<file path="src/rtl/mux_scan_pkg.sv">
// Shared types and constants for the mux scan sequencer: FSM encoding,
// default geometry and the select-width helper.
package mux_scan_pkg;

  localparam int DEF_NUM_CH     = 16;
  localparam int DEF_SAMPLE_DLY = 1;

  // DONE is reserved so later revisions keep this encoding.
  typedef enum logic [1:0] {
    IDLE   = 2'd0,
    SETTLE = 2'd1,
    DONE   = 2'd2
  } scan_state_e;

  function automatic int sel_w(input int n);
    return $clog2(n);
  endfunction

endpackage

</file>
<file path="src/rtl/mux_scan_sequencer_next_ch_find.sv">
// Priority encoder picking the next enabled channel: lowest set bit overall
// when first=1, otherwise the lowest set bit strictly above cur.
module next_ch_find #(
  parameter int NUM_CH = 16,
  parameter int SEL_W  = 4
) (
  input  logic [NUM_CH-1:0] mask,
  input  logic [SEL_W-1:0]  cur,
  input  logic              first,
  output logic              found,
  output logic [SEL_W-1:0]  idx
);

  // Scan from the top down so the lowest qualifying channel wins.
  always_comb begin
    found = 1'b0;
    idx   = {SEL_W{1'b0}};
    for (int i = NUM_CH - 1; i >= 0; i--) begin
      if (mask[i] && (first || (SEL_W'(i) > cur))) begin
        found = 1'b1;
        idx   = SEL_W'(i);
      end else begin
        found = found;
        idx   = idx;
      end
    end
  end

endmodule

</file>
<file path="src/rtl/mux_scan_sequencer.sv">
// Walks mux_sel over the enabled channels, samples the mux output once per
// channel and hands the assembled snapshot downstream on valid/ready.
module mux_scan_sequencer
  import mux_scan_pkg::*;
#(
  parameter int NUM_CH     = DEF_NUM_CH,
  parameter int SEL_W      = sel_w(NUM_CH),
  parameter int SAMPLE_DLY = DEF_SAMPLE_DLY
) (
  input  logic              clk,
  input  logic              rst_n,
  input  logic              start,
  input  logic [NUM_CH-1:0] ch_mask,
  output logic [SEL_W-1:0]  mux_sel,
  input  logic              mux_in,
  output logic              busy,
  output logic              snap_valid,
  input  logic              snap_ready,
  output logic [NUM_CH-1:0] snapshot
);

  localparam int                 CNT_W      = $clog2(SAMPLE_DLY + 1);
  localparam logic [CNT_W-1:0]   CNT_RELOAD = CNT_W'(SAMPLE_DLY - 1);
  localparam logic [CNT_W-1:0]   CNT_ZERO   = {CNT_W{1'b0}};
  localparam logic [NUM_CH-1:0]  MASK_ZERO  = {NUM_CH{1'b0}};

  scan_state_e       state_q, state_d;
  logic [NUM_CH-1:0] mask_q, mask_d;
  logic [NUM_CH-1:0] shadow_q, shadow_d;
  logic [NUM_CH-1:0] snapshot_q, snapshot_d;
  logic [SEL_W-1:0]  mux_sel_q, mux_sel_d;
  logic [CNT_W-1:0]  cnt_q, cnt_d;
  logic              busy_q, busy_d;
  logic              snap_valid_q, snap_valid_d;

  logic              in_idle_s;
  logic              accept_s;
  logic              mask_nz_s;
  logic              found_s;
  logic [SEL_W-1:0]  next_idx_s;
  logic [NUM_CH-1:0] merged_s;

  assign in_idle_s = (state_q == IDLE);
  // A pending unread snapshot blocks new scans unless it is taken this cycle.
  assign accept_s  = in_idle_s && start && !(snap_valid_q && !snap_ready);
  assign mask_nz_s = (ch_mask != MASK_ZERO);

  next_ch_find #(
    .NUM_CH (NUM_CH),
    .SEL_W  (SEL_W)
  ) u_next_ch_find (
    .mask  (in_idle_s ? ch_mask : mask_q),
    .cur   (mux_sel_q),
    .first (in_idle_s),
    .found (found_s),
    .idx   (next_idx_s)
  );

  // FSM state register.
  always_ff @(posedge clk or negedge rst_n) begin
    if (!rst_n) begin
      state_q <= IDLE;
    end else begin
      state_q <= state_d;
    end
  end

  // FSM next-state decision.
  always_comb begin
    state_d = state_q;
    case (state_q)
      IDLE:    state_d = (accept_s && mask_nz_s) ? SETTLE : IDLE;
      SETTLE:  state_d = ((cnt_q == CNT_ZERO) && !found_s) ? IDLE : SETTLE;
      default: state_d = IDLE;
    endcase
  end

  // Datapath and output next values for each FSM state.
  always_comb begin
    mask_d       = mask_q;
    shadow_d     = shadow_q;
    snapshot_d   = snapshot_q;
    mux_sel_d    = mux_sel_q;
    cnt_d        = cnt_q;
    busy_d       = busy_q;
    snap_valid_d = snap_valid_q && !snap_ready;
    merged_s     = shadow_q;
    merged_s[mux_sel_q] = mux_in;
    case (state_q)
      IDLE: begin
        if (accept_s && mask_nz_s) begin
          mask_d    = ch_mask;
          shadow_d  = MASK_ZERO;
          busy_d    = 1'b1;
          mux_sel_d = next_idx_s;
          cnt_d     = CNT_RELOAD;
        end else if (accept_s) begin
          snapshot_d   = MASK_ZERO;
          snap_valid_d = 1'b1;
        end else begin
          busy_d = 1'b0;
        end
      end
      SETTLE: begin
        if (cnt_q != CNT_ZERO) begin
          cnt_d = cnt_q - CNT_W'(1);
        end else if (found_s) begin
          shadow_d  = merged_s;
          mux_sel_d = next_idx_s;
          cnt_d     = CNT_RELOAD;
        end else begin
          shadow_d     = merged_s;
          snapshot_d   = merged_s;
          snap_valid_d = 1'b1;
          busy_d       = 1'b0;
          mux_sel_d    = {SEL_W{1'b0}};
        end
      end
      default: begin
        busy_d    = 1'b0;
        mux_sel_d = {SEL_W{1'b0}};
      end
    endcase
  end

  // Datapath and output registers.
  always_ff @(posedge clk or negedge rst_n) begin
    if (!rst_n) begin
      mask_q       <= MASK_ZERO;
      shadow_q     <= MASK_ZERO;
      snapshot_q   <= MASK_ZERO;
      mux_sel_q    <= {SEL_W{1'b0}};
      cnt_q        <= CNT_ZERO;
      busy_q       <= 1'b0;
      snap_valid_q <= 1'b0;
    end else begin
      mask_q       <= mask_d;
      shadow_q     <= shadow_d;
      snapshot_q   <= snapshot_d;
      mux_sel_q    <= mux_sel_d;
      cnt_q        <= cnt_d;
      busy_q       <= busy_d;
      snap_valid_q <= snap_valid_d;
    end
  end

  assign mux_sel    = mux_sel_q;
  assign busy       = busy_q;
  assign snap_valid = snap_valid_q;
  assign snapshot   = snapshot_q;

endmodule

</file>
<file path="config.mk">
export PLATFORM = sky130hd
export DESIGN_NAME = mux_scan_sequencer
export DESIGN_NICKNAME = d
export VERILOG_FILES = /design/src/rtl/mux_scan_pkg.sv /design/src/rtl/mux_scan_sequencer_next_ch_find.sv /design/src/rtl/mux_scan_sequencer.sv
export SDC_FILE = /design/constraint.sdc
export NUM_CORES = 1
export LEC_CHECK = 0
export CAP_MARGIN = 10
export CORE_MARGIN = 3
export CORE_UTILIZATION = 28
export DETAILED_ROUTE_END_ITERATION = 7
export GPL_TIMING_DRIVEN = 0
export HOLD_SLACK_MARGIN = 0.08
export PLACE_DENSITY = 0.58
export SYNTH_ARGS = -nofsm -noshare
export SYNTH_HDL_FRONTEND = slang
export SYNTH_HIERARCHICAL = 1
export SYNTH_SLANG_ARGS = --single-unit
</file>
<file path="constraint.sdc">
create_clock -name clk -period 2.8 [get_ports clk]
set_input_delay 0.56 -clock clk [delete_from_list [all_inputs] [get_ports clk]]
set_output_delay 0.56 -clock clk [all_outputs]
set_load 0.05 [all_outputs]
</file>
==> results of run 1 <==
[worst paths after layout]
| path | start | slack [ps] | endpoint |
|---|---|---|---|
| setup / recovery | state_q[0] | 90 | snapshot[3] |
| hold / removal | rst_n | 220 | mask_q[12] |
| setup reg to reg | state_q[0] | 90 | snapshot[3] |
| hold reg to reg | snapshot[8] | 490 | snapshot[8] |
| max in group asynchronous | rst_n | 2020 | snapshot[14] |
| min in group clk | snapshot[8] | 490 | snapshot[8] |
[logic make-up (layout without fill, tap and decap cells)]
| kind of cell | after synthesis | in the layout | synth area share [%] |
|---|---|---|---|
| compound gates | 76 | 76 | 17.9 |
| buf+inv | 26 | 81 | 4.96 |
| flops | 55 | 55 | 42.6 |
| mux | 49 | 49 | 16.4 |
| simple gates | 98 | 98 | 18.1 |
[where the power goes]
group / switching, mW / internal [mW] / total (mW) / leakage [nW]
combinational: 1.54 / 1.29 / 2.83 / 0.863
clock: 0.301 / 0.333 / 0.634 / 0.0703
sequential: 0.258 / 1.13 / 1.39 / 0.700
total: 2.10 / 2.75 / 4.85 / 1.63
[layout make-up]
type                    instances  area [µm²]  share of cell area, %
clock inverters                 2        17.5                  0.429
clock buffers                   5         125                   3.06
multi-input cells             223        1730                   42.3
well taps                     140         175                   4.29
inverters                       7        28.8                  0.704
repair buffers                 50         489                   12.0
plain buffers                  17         143                   3.49
flip-flops and latches         55        1380                   33.7
[worst max-delay path: stages (launching register included)]
cell and delay, ps:
dfrtp_2 460, buf_8 150, mux2_4 300, or2_2 300
o211ai_1 120, o21ai_1 130, or3_4 400, nand2b_4 150
nand2b_4 160, o21a_4 130, buf_4 160, o2bb2ai_1 120
[synth_stat cells, types with 2 or more instances]
| master | count | share of area, % |
|---|---|---|
| dfrtp_1 | 55 | 43 |
| mux2_2 | 32 | 11 |
| nand2_1 | 30 | 3.5 |
| nor2_1 | 19 | 2.2 |
| mux2i_1 | 17 | 5.3 |
| o2bb2ai_1 | 16 | 4.3 |
| o22ai_1 | 15 | 2.9 |
| o21ai_0 | 13 | 2.0 |
| nand2b_1 | 10 | 1.9 |
| nor3_1 | 8 | 1.2 |
| buf_6 | 7 | 2.4 |
| nand3_1 | 7 | 1.1 |
| clkbuf_1 | 6 | 0.70 |
| inv_1 | 6 | 0.70 |
| a21oi_1 | 5 | 0.77 |
| a31oi_1 | 4 | 0.77 |
| nor4_4 | 4 | 2.6 |
| o311ai_2 | 4 | 2.0 |
| buf_1 | 2 | 0.23 |
| buf_2 | 2 | 0.31 |
| buf_4 | 2 | 0.46 |
| nor2b_1 | 2 | 0.39 |
| nor4_1 | 2 | 0.39 |
| o211a_1 | 2 | 0.62 |
| o211ai_1 | 2 | 0.46 |
| o21a_1 | 2 | 0.46 |
| o21ai_1 | 2 | 0.31 |
| o21ai_2 | 2 | 0.54 |
| o21bai_1 | 2 | 0.46 |
| or2_2 | 2 | 0.39 |
[repair_timing]
item,CTS,global route
pin swaps,0,2
gates resized for setup,9,9
setup buffers,1,6
endpoints found under the setup margin,23,22
hold buffers,0,0
[flip-flops by register name (all words and copies together), names as in the netlist]
register    flops
snapshot       16
mask_q         16
state_q         1
mux_sel         4
snap_valid      1
shadow_q       16
busy            1
[metrics by stage]
step / setup slack (ps) / TNS (ps) / std cells / hold slack (ps) / total power [mW]
3_3_place_gp: -679 / -43660 / 486 / 478 / 4.05
5_1_grt: -26.8 / -191 / 499 / 254 / 5.22
2_1_floorplan: 83.2 / 0 / 304 / 264 / 3.41
4_1_cts: 2.27 / 0 / 493 / 235 / 4.76
6_report: 91.8 / 0 / 499 / 217 / 4.85
3_5_place_dp: -682 / -11810 / 487 / 474 / 4.10
[routing by layer]
metal / share of wire (%) / vias up / routed length [µm] / track usage, %
met5: 0 / - / 0 / 0
met4: 0.58 / 0 / 46 / 2.48
met3: 5.5 / 5 / 439 / 3.13
met2: 47 / 67 / 3730 / 19.8
met1: 47 / 1215 / 3720 / 17.5
li1: - / 1236 / - / -
==> results.yml, run 1 <==
floorplanning:
  fp-row-count: 38
  start_util_pct: 29.3
  core_region_area_um2: 11000
  chipWidth_um: 113
  die_area_um2: 12900
  i_o_pins: 43
  die_height_um: 113
logic_synthesis:
  post_synth_instance_area_um2: 3230
  postSynthAreaPerCell_um2: 10.6
  postSynth.asyncResetShare_pct: 100
  postSynthRegisterBits: 55
  yosysSeqAreaShare_pct: 42.6
  mappedNetlistNets: 325
  yosys.cell_types.count: 52
  post_synth_inst_count: 304
  ys.warnings.count: 6
  synth-edff-count: 0
  synth_top_flop_cell: "dfrtp_1"
critical_path:
  critPathKind: "flop to flop"
  worst-endpoint-required_ps: 2970
  worst-r2r-cell-count: 11
  timing.critical_path.to_type: "flop"
  timing.critical_path.arrival_ps: 2880
  critPathLaunchType: "flop"
  largest_fanout_of_any_net_on_the_critical_path: 6
cts:
  clk_path_buf_depth: 2
  cts_tree: "built"
  clock_insertion_delay_worst_skew_ps: 300
  cts_buffer_count: 5
  clkTransAtPathRegs_ps: 70
  cts_sinks: 55
  cts-htree-levels: 2
  clock_tree.root_cell: "clkbuf_16"
power:
  p_leak_nw: 1.63
  max-vdd-ir-drop_v: 0.000531
  cellPowerDensity_nw_per_um2: 1190
drt:
  vias_per_cell: 5.06
  number_of_drc_violations_after_detailed_routing_iteration_0: 142
  ant_nets: 0
  postRouteWirelength_um: 7930
  drtPass1Iterations: 4
  drc_errors: 0
  vias_post_dr: 2523
  detail_route.wl_per_cell_um: 15.9
cells_and_area:
  mostFrequentLayoutCell: "dfrtp_1"
  layout.cell_area.non_filler_um2: 4090
  area_growth_syn_to_layout_pct: 26.5
  final_layout_size_suffix_gt1_share_pct: 24.5
  fin_util_pct: 37.0
  final.fill_count: 1131
  final_cell_mix: "54 x dfrtp_1, 39 x clkdlybuf4s50_1, 30 x mux2_2, 30 x nand2_1, 19 x nor2_1"
  fin_nets: 380
  antennaDiodeCount: 0
global_routing:
  grt_antenna_before_repair: 0
  grt_pass1_wl_um: 13100
  grt_total_ovfl: 0
  first_global_vias: 2595
  grt.total_usage_pct: 12.5
  grt_start_max_net_pins: 38
job:
  max_cap_violations: 0
sta:
  period_minus_slack_ps: 2710
  final_hold_viol_count: 0
  finalCritPeriodShare_pct: 96.7
  max_freq_ghz: 0.369
  timing.slew.headroom_pct: 64.4
  tightest_slew_ps: 533
  fin_worst_skew_ps: 9.14
  maxSlewViolCount: 0
  setup_viol: 0
placed_design:
  place_hpwl_um: 5700
  placer_congestion_estimate: 0.851
  placement.cell_area_um2: 3840
  portBuffers: 42
worst_hold_path:
  hold_path_class: "input port to asynchronous set/reset pin"
run_status:
  status: "finished clean"
Note: power is estimated with default switching activity, not from simulation.
==> run 2, diff against run 1 <==
--- a/config.mk
+++ b/config.mk
@@ -9,7 +9,6 @@
 export CORE_MARGIN = 3
 export CORE_UTILIZATION = 28
 export DETAILED_ROUTE_END_ITERATION = 7
-export GPL_TIMING_DRIVEN = 0
 export HOLD_SLACK_MARGIN = 0.08
 export PLACE_DENSITY = 0.58
 export SYNTH_ARGS = -nofsm -noshare
==> run 2 against run 1 <==
Compared with the run above:
- maximum frequency increased by 1.8%
- clock power decreased by 2%
- first-iteration DRC count decreased by 21%
- worst setup slack improved by 47 ps
- flip-flop and latch count unchanged
- design area decreased by 0.80%
- core utilization decreased by 0.29 points
- die area unchanged
- largest power group unchanged
- non-clock buffer count unchanged
==> results.yml, run 2 (synthesis gave the netlist of run 1 again) <==
global_routing:
  grt_total_ovfl: 0
  first_global_vias: 2618
  grt_start_max_net_pins: 56
  grt_pass1_wl_um: 12700
  grt.total_usage_pct: 12.0
  grt_antenna_before_repair: 0
floorplanning:
  start_util_pct: 29.3
  i_o_pins: 43
  fp-row-count: 38
  chipWidth_um: 113
  die_area_um2: 12900
  die_height_um: 113
  core_region_area_um2: 11000
drt:
  drc_errors: 0
  detail_route.wl_per_cell_um: 15.7
  vias_per_cell: 5.10
  vias_post_dr: 2549
  ant_nets: 0
  drtPass1Iterations: 4
  number_of_drc_violations_after_detailed_routing_iteration_0: 112
  postRouteWirelength_um: 7870
cells_and_area:
  fin_nets: 381
  multiInputGateArea_um2: 1720
  mostFrequentLayoutCell: "dfrtp_1"
  final.fill_count: 1125
  number_of_standard_cells_in_the_layout_taps_in_and_fillers_out: 500
  final_cell_mix: "54 x dfrtp_1, 40 x clkdlybuf4s50_1, 32 x mux2_2"
  antennaDiodeCount: 0
  fin_util_pct: 36.7
  register_area_um2: 1380
  area_growth_syn_to_layout_pct: 25.5
  final_layout_size_suffix_gt1_share_pct: 25.0
cts:
  clock_insertion_delay_worst_skew_ps: 290
  clk_path_buf_depth: 2
  cts_tree: "built"
  clkTransAtPathRegs_ps: 70
  postCtsHoldBufs: 0
  cts-htree-levels: 2
  clock_tree.root_cell: "clkbuf_16"
  cts_buffer_count: 5
  post_cts_buffers: 0
  cts_sinks: 55
critical_path:
  worst-endpoint-required_ps: 2970
  critPathKind: "input port to flop"
  largest_fanout_of_any_net_on_the_critical_path: 8
  critPathLaunchType: "input port"
  timing.critical_path.arrival_ps: 2830
  timing.critical_path.to_type: "flop"
  worst-r2r-setup-slack_ps: 270
sta:
  fin_worst_skew_ps: 4.42
  layout_setup_ws_ps: 139
  maxSlewViolCount: 0
  final_hold_viol_count: 0
  tightest_slew_ps: 707
  max_freq_ghz: 0.376
  whs_ps: 401
  setup_viol: 0
  setup-tns-final_ps: 0
  rsz0062_at_grt: "no"
  timing.slew.headroom_pct: 52.8
  period_minus_slack_ps: 2660
  finalCritPeriodShare_pct: 95.1
placed_design:
  portBuffers: 42
  dp_slack_ps: -193
  count_of_placed_standard_cells_including_taps: 492
  placer_congestion_estimate: 0.832
  place_hpwl_um: 5290
job:
  max_cap_violations: 0
power:
  cellPowerDensity_nw_per_um2: 1170
  max-vdd-ir-drop_v: 0.000536
  p_leak_nw: 1.60
worst_hold_path:
  hold_path_class: "input port to asynchronous set/reset pin"
run_status:
  status: "finished clean"
## run 2: cell count changes in the layout (fill, tap and decap cells not counted), sizes merged
cell / delta
o21a: +1
clkbuf: -5
inv: -1
buf: +5
clkdlybuf4s50: +1
dlygate4sd2: -1
clkinv: +1
## run 2: timing repair
item,4_1_cts,5_1_grt
resized for setup,0,7
setup endpoints to repair,0,19
hold endpoints to repair,0,0
## run 2: stage by stage
stage | cell area (µm²) | power, mW
after floorplan | 3230 | 3.41
after global placement | 3870 | 4.04
after detailed placement | 3870 | 4.09
after CTS | 4020 | 4.73
after global routing | 4050 | 5.05
final | 4050 | 4.72
## run 2: worst paths after layout
check	endpoint	cells after the start	startpoint
setup / recovery	snapshot[4]	10	ch_mask[11]
min in group clk	snapshot[15]	1	snapshot[15]
hold / removal	mask_q[12]	2	rst_n
hold reg to reg	snapshot[15]	1	snapshot[15]
max in group asynchronous	state_q[0]	2	rst_n
setup reg to reg	snapshot[4]	9	state_q[0]
## run 2: final cells by class
type	instances	share of cell area, %
clock buffer	5	3.09
inverter	7	0.648
sequential	55	34.0
clock inverter	2	0.432
tap	140	4.32
multi-input combinational	224	42.5
timing repair buffer	67	15.0
## run 2: per-layer routing
metal,vias up,global-route usage (%),wire (µm)
met4,0,3.04,38
met2,53,19.9,3780
met5,-,0,0
li1,1238,-,-
met1,1252,16.1,3760
met3,6,2.28,286
## run 2: power by group
group	internal, mW	switching, mW
Combinational	1.20	1.50
Sequential	1.13	0.270
Clock	0.332	0.292
Total	2.66	2.06
## run 2: worst max-delay path: stages
cell             delay, ps
clkdlybuf4s50_1        430
mux2_2                 290
or2_2                  290
o211ai_1               120
o21ai_1                120
or3_1                  330
nand2b_1               190
nand2b_4               190
o21a_4                 170
o2bb2ai_1              140
==> run 3, diff against run 2 <==
--- a/config.mk
+++ b/config.mk
@@ -7,10 +7,10 @@
 export LEC_CHECK = 0
 export CAP_MARGIN = 10
 export CORE_MARGIN = 3
-export CORE_UTILIZATION = 28
+export CORE_UTILIZATION = 50
 export DETAILED_ROUTE_END_ITERATION = 7
 export HOLD_SLACK_MARGIN = 0.08
-export PLACE_DENSITY = 0.58
+export PLACE_DENSITY = 0.76
 export SYNTH_ARGS = -nofsm -noshare
 export SYNTH_HDL_FRONTEND = slang
 export SYNTH_HIERARCHICAL = 1
==> run 3 against run 2 <==
Compared with the run above:
- flip-flop and latch count unchanged
- power down 4.5%
- first-iteration DRC count rose by 65%
- clock-buffer cell count is the same
- non-clock buffer count shrank 3
- routed wire length down 8.7%
- largest cell class unchanged
==> results.yml, run 3 (synthesis gave the netlist of run 1 again) <==
run_status:
  status: "finished clean"
sta:
  whs_ps: 222
  layout_setup_ws_ps: 148
  setup_viol: 0
  final_hold_viol_count: 0
  rsz0062_at_grt: "no"
  fin_worst_skew_ps: 9.34
  finalCritPeriodShare_pct: 94.7
  max_freq_ghz: 0.377
  maxSlewViolCount: 0
  period_minus_slack_ps: 2650
  timing.slew.headroom_pct: 50.4
  tightest_slew_ps: 744
  setup-tns-final_ps: 0
cells_and_area:
  final_layout_size_suffix_gt1_share_pct: 24.1
  mostFrequentLayoutCell: "dfrtp_1"
  number_of_standard_cells_in_the_layout_taps_in_and_fillers_out: 432
  layout.cell_area.non_filler_um2: 3880
  area_growth_syn_to_layout_pct: 20.1
  fin_nets: 377
  antennaDiodeCount: 0
  final_cell_mix: "54 x dfrtp_1, 41 x clkdlybuf4s50_1, 32 x mux2_2"
floorplanning:
  fp-row-count: 28
  start_util_pct: 53.0
  core_region_area_um2: 6100
  i_o_pins: 43
  die_height_um: 86.4
  die_area_um2: 7460
  chipWidth_um: 86.4
placed_design:
  dp_slack_ps: -170
  portBuffers: 42
  count_of_placed_standard_cells_including_taps: 422
  placement.cell_area_um2: 3770
  placer_congestion_estimate: 0.827
  place_hpwl_um: 4980
critical_path:
  crit_path_cell_trace: "clkdlybuf4s50_1"
  timing.critical_path.to_type: "output pin"
  largest_fanout_of_any_net_on_the_critical_path: 20
  critPathLaunch: "mux_sel[3]"
  worst_path_max_delay_cell: "clkdlybuf4s50_1"
  worst-path-buf-inv: 1
  r2r_start: "state_q[0]"
  cp_slowest_stage_delay_ps: 930
  top_cell_family_by_delay_on_the_critical_path: "buffers and inverters"
  timing.critical_path.arrival_ps: 2090
  critPathKind: "flop to output pin"
  critPathLaunchType: "flop"
  worst-endpoint-required_ps: 2240
cts:
  cts-htree-levels: 2
  cts_buffer_count: 5
  clk_path_buf_depth: 2
  cts_sinks: 55
  clock_insertion_delay_worst_skew_ps: 320
  postCtsHoldBufs: 0
  cts_tree: "built"
  clock_tree.root_cell: "clkbuf_8"
  clkTransAtPathRegs_ps: 100
drt:
  vias_per_cell: 5.93
  postRouteWirelength_um: 7180
  drtPass1Iterations: 4
  detail_route.wl_per_cell_um: 16.6
  vias_post_dr: 2560
  number_of_drc_violations_after_detailed_routing_iteration_0: 185
  ant_nets: 0
  drc_errors: 0
power:
  power_report.internal_total_mw: 2.48
  p_leak_nw: 1.54
  clock_power_share_pct: 10.4
  comb_power_share_pct: 57.8
  max-vdd-ir-drop_v: 0.000555
  p_sw_share_pct: 44.9
  power.sequential.fraction_pct: 31.9
  cellPowerDensity_nw_per_um2: 1160
  power.net_switching_mw: 2.03
job:
  max_cap_violations: 0
global_routing:
  grt_start_max_net_pins: 56
  grt_total_ovfl: 0
  grt.total_usage_pct: 20.8
  grt_pass1_wl_um: 12500
  first_global_vias: 2597
  grt_antenna_before_repair: 0
worst_hold_path:
  hold_path_class: "input port to asynchronous set/reset pin"
==> run 3: cell types whose count changed in the layout (fill, tap and decap cells not counted), sizes merged <==
cell / change
buf: -3
clkdlybuf4s50: +1
clkinv: -1
clkinvlp: +2
dlymetal6s2s: -1
o21a: -1
==> run 3: metrics by stage <==
stage               util [%]  power, mW
global placement        61.8       3.94
global route            63.6       4.84
floorplan                  -       3.41
CTS                     63.3       4.49
detailed placement      61.8       4.02
finish                  63.6       4.51
==> run 3: worst paths after layout <==
check	to	slack, ps	depth (start not counted)
max in group asynchronous	shadow_q[0]	2330	2
max reg2reg	snapshot[1]	280	9
min reg2reg	snapshot[12]	490	1
min	mask_q[9]	220	2
max	mux_sel[3]	150	1
min in group clk	snapshot[12]	490	1
==> run 3: timing repair <==
action	CTS	global route
endpoints found under the setup margin	0	23
setup buffers	0	2
resized for setup	0	2
==> run 3: final cells by class <==
type                    count  area [µm²]
inverters                   7        30.0
clock buffers               5        68.8
multi-input cells         223        1690
fillers                   528        2220
flip-flops and latches     55        1380
clock inverters             3        23.8
repair buffers             64         593
well taps                  75        93.8
==> run 3: power groups by stage <==
stage	Clock (mW)	Sequential (mW)	Combinational [mW]
after floorplan	0	1.68	1.72
after global placement	0	1.43	2.51
after detailed placement	0	1.45	2.57
after CTS	0.473	1.43	2.58
after global routing	0.506	1.49	2.84
final	0.467	1.44	2.61
==> run 3: routing by layer <==
metal	vias up	GRT usage (%)	share of wire (%)
met3	7	3.33	5.4
met2	70	33.9	48
met1	1259	28.8	45
li1	1224	-	-
met4	0	5.67	1.2
met5	-	0	0
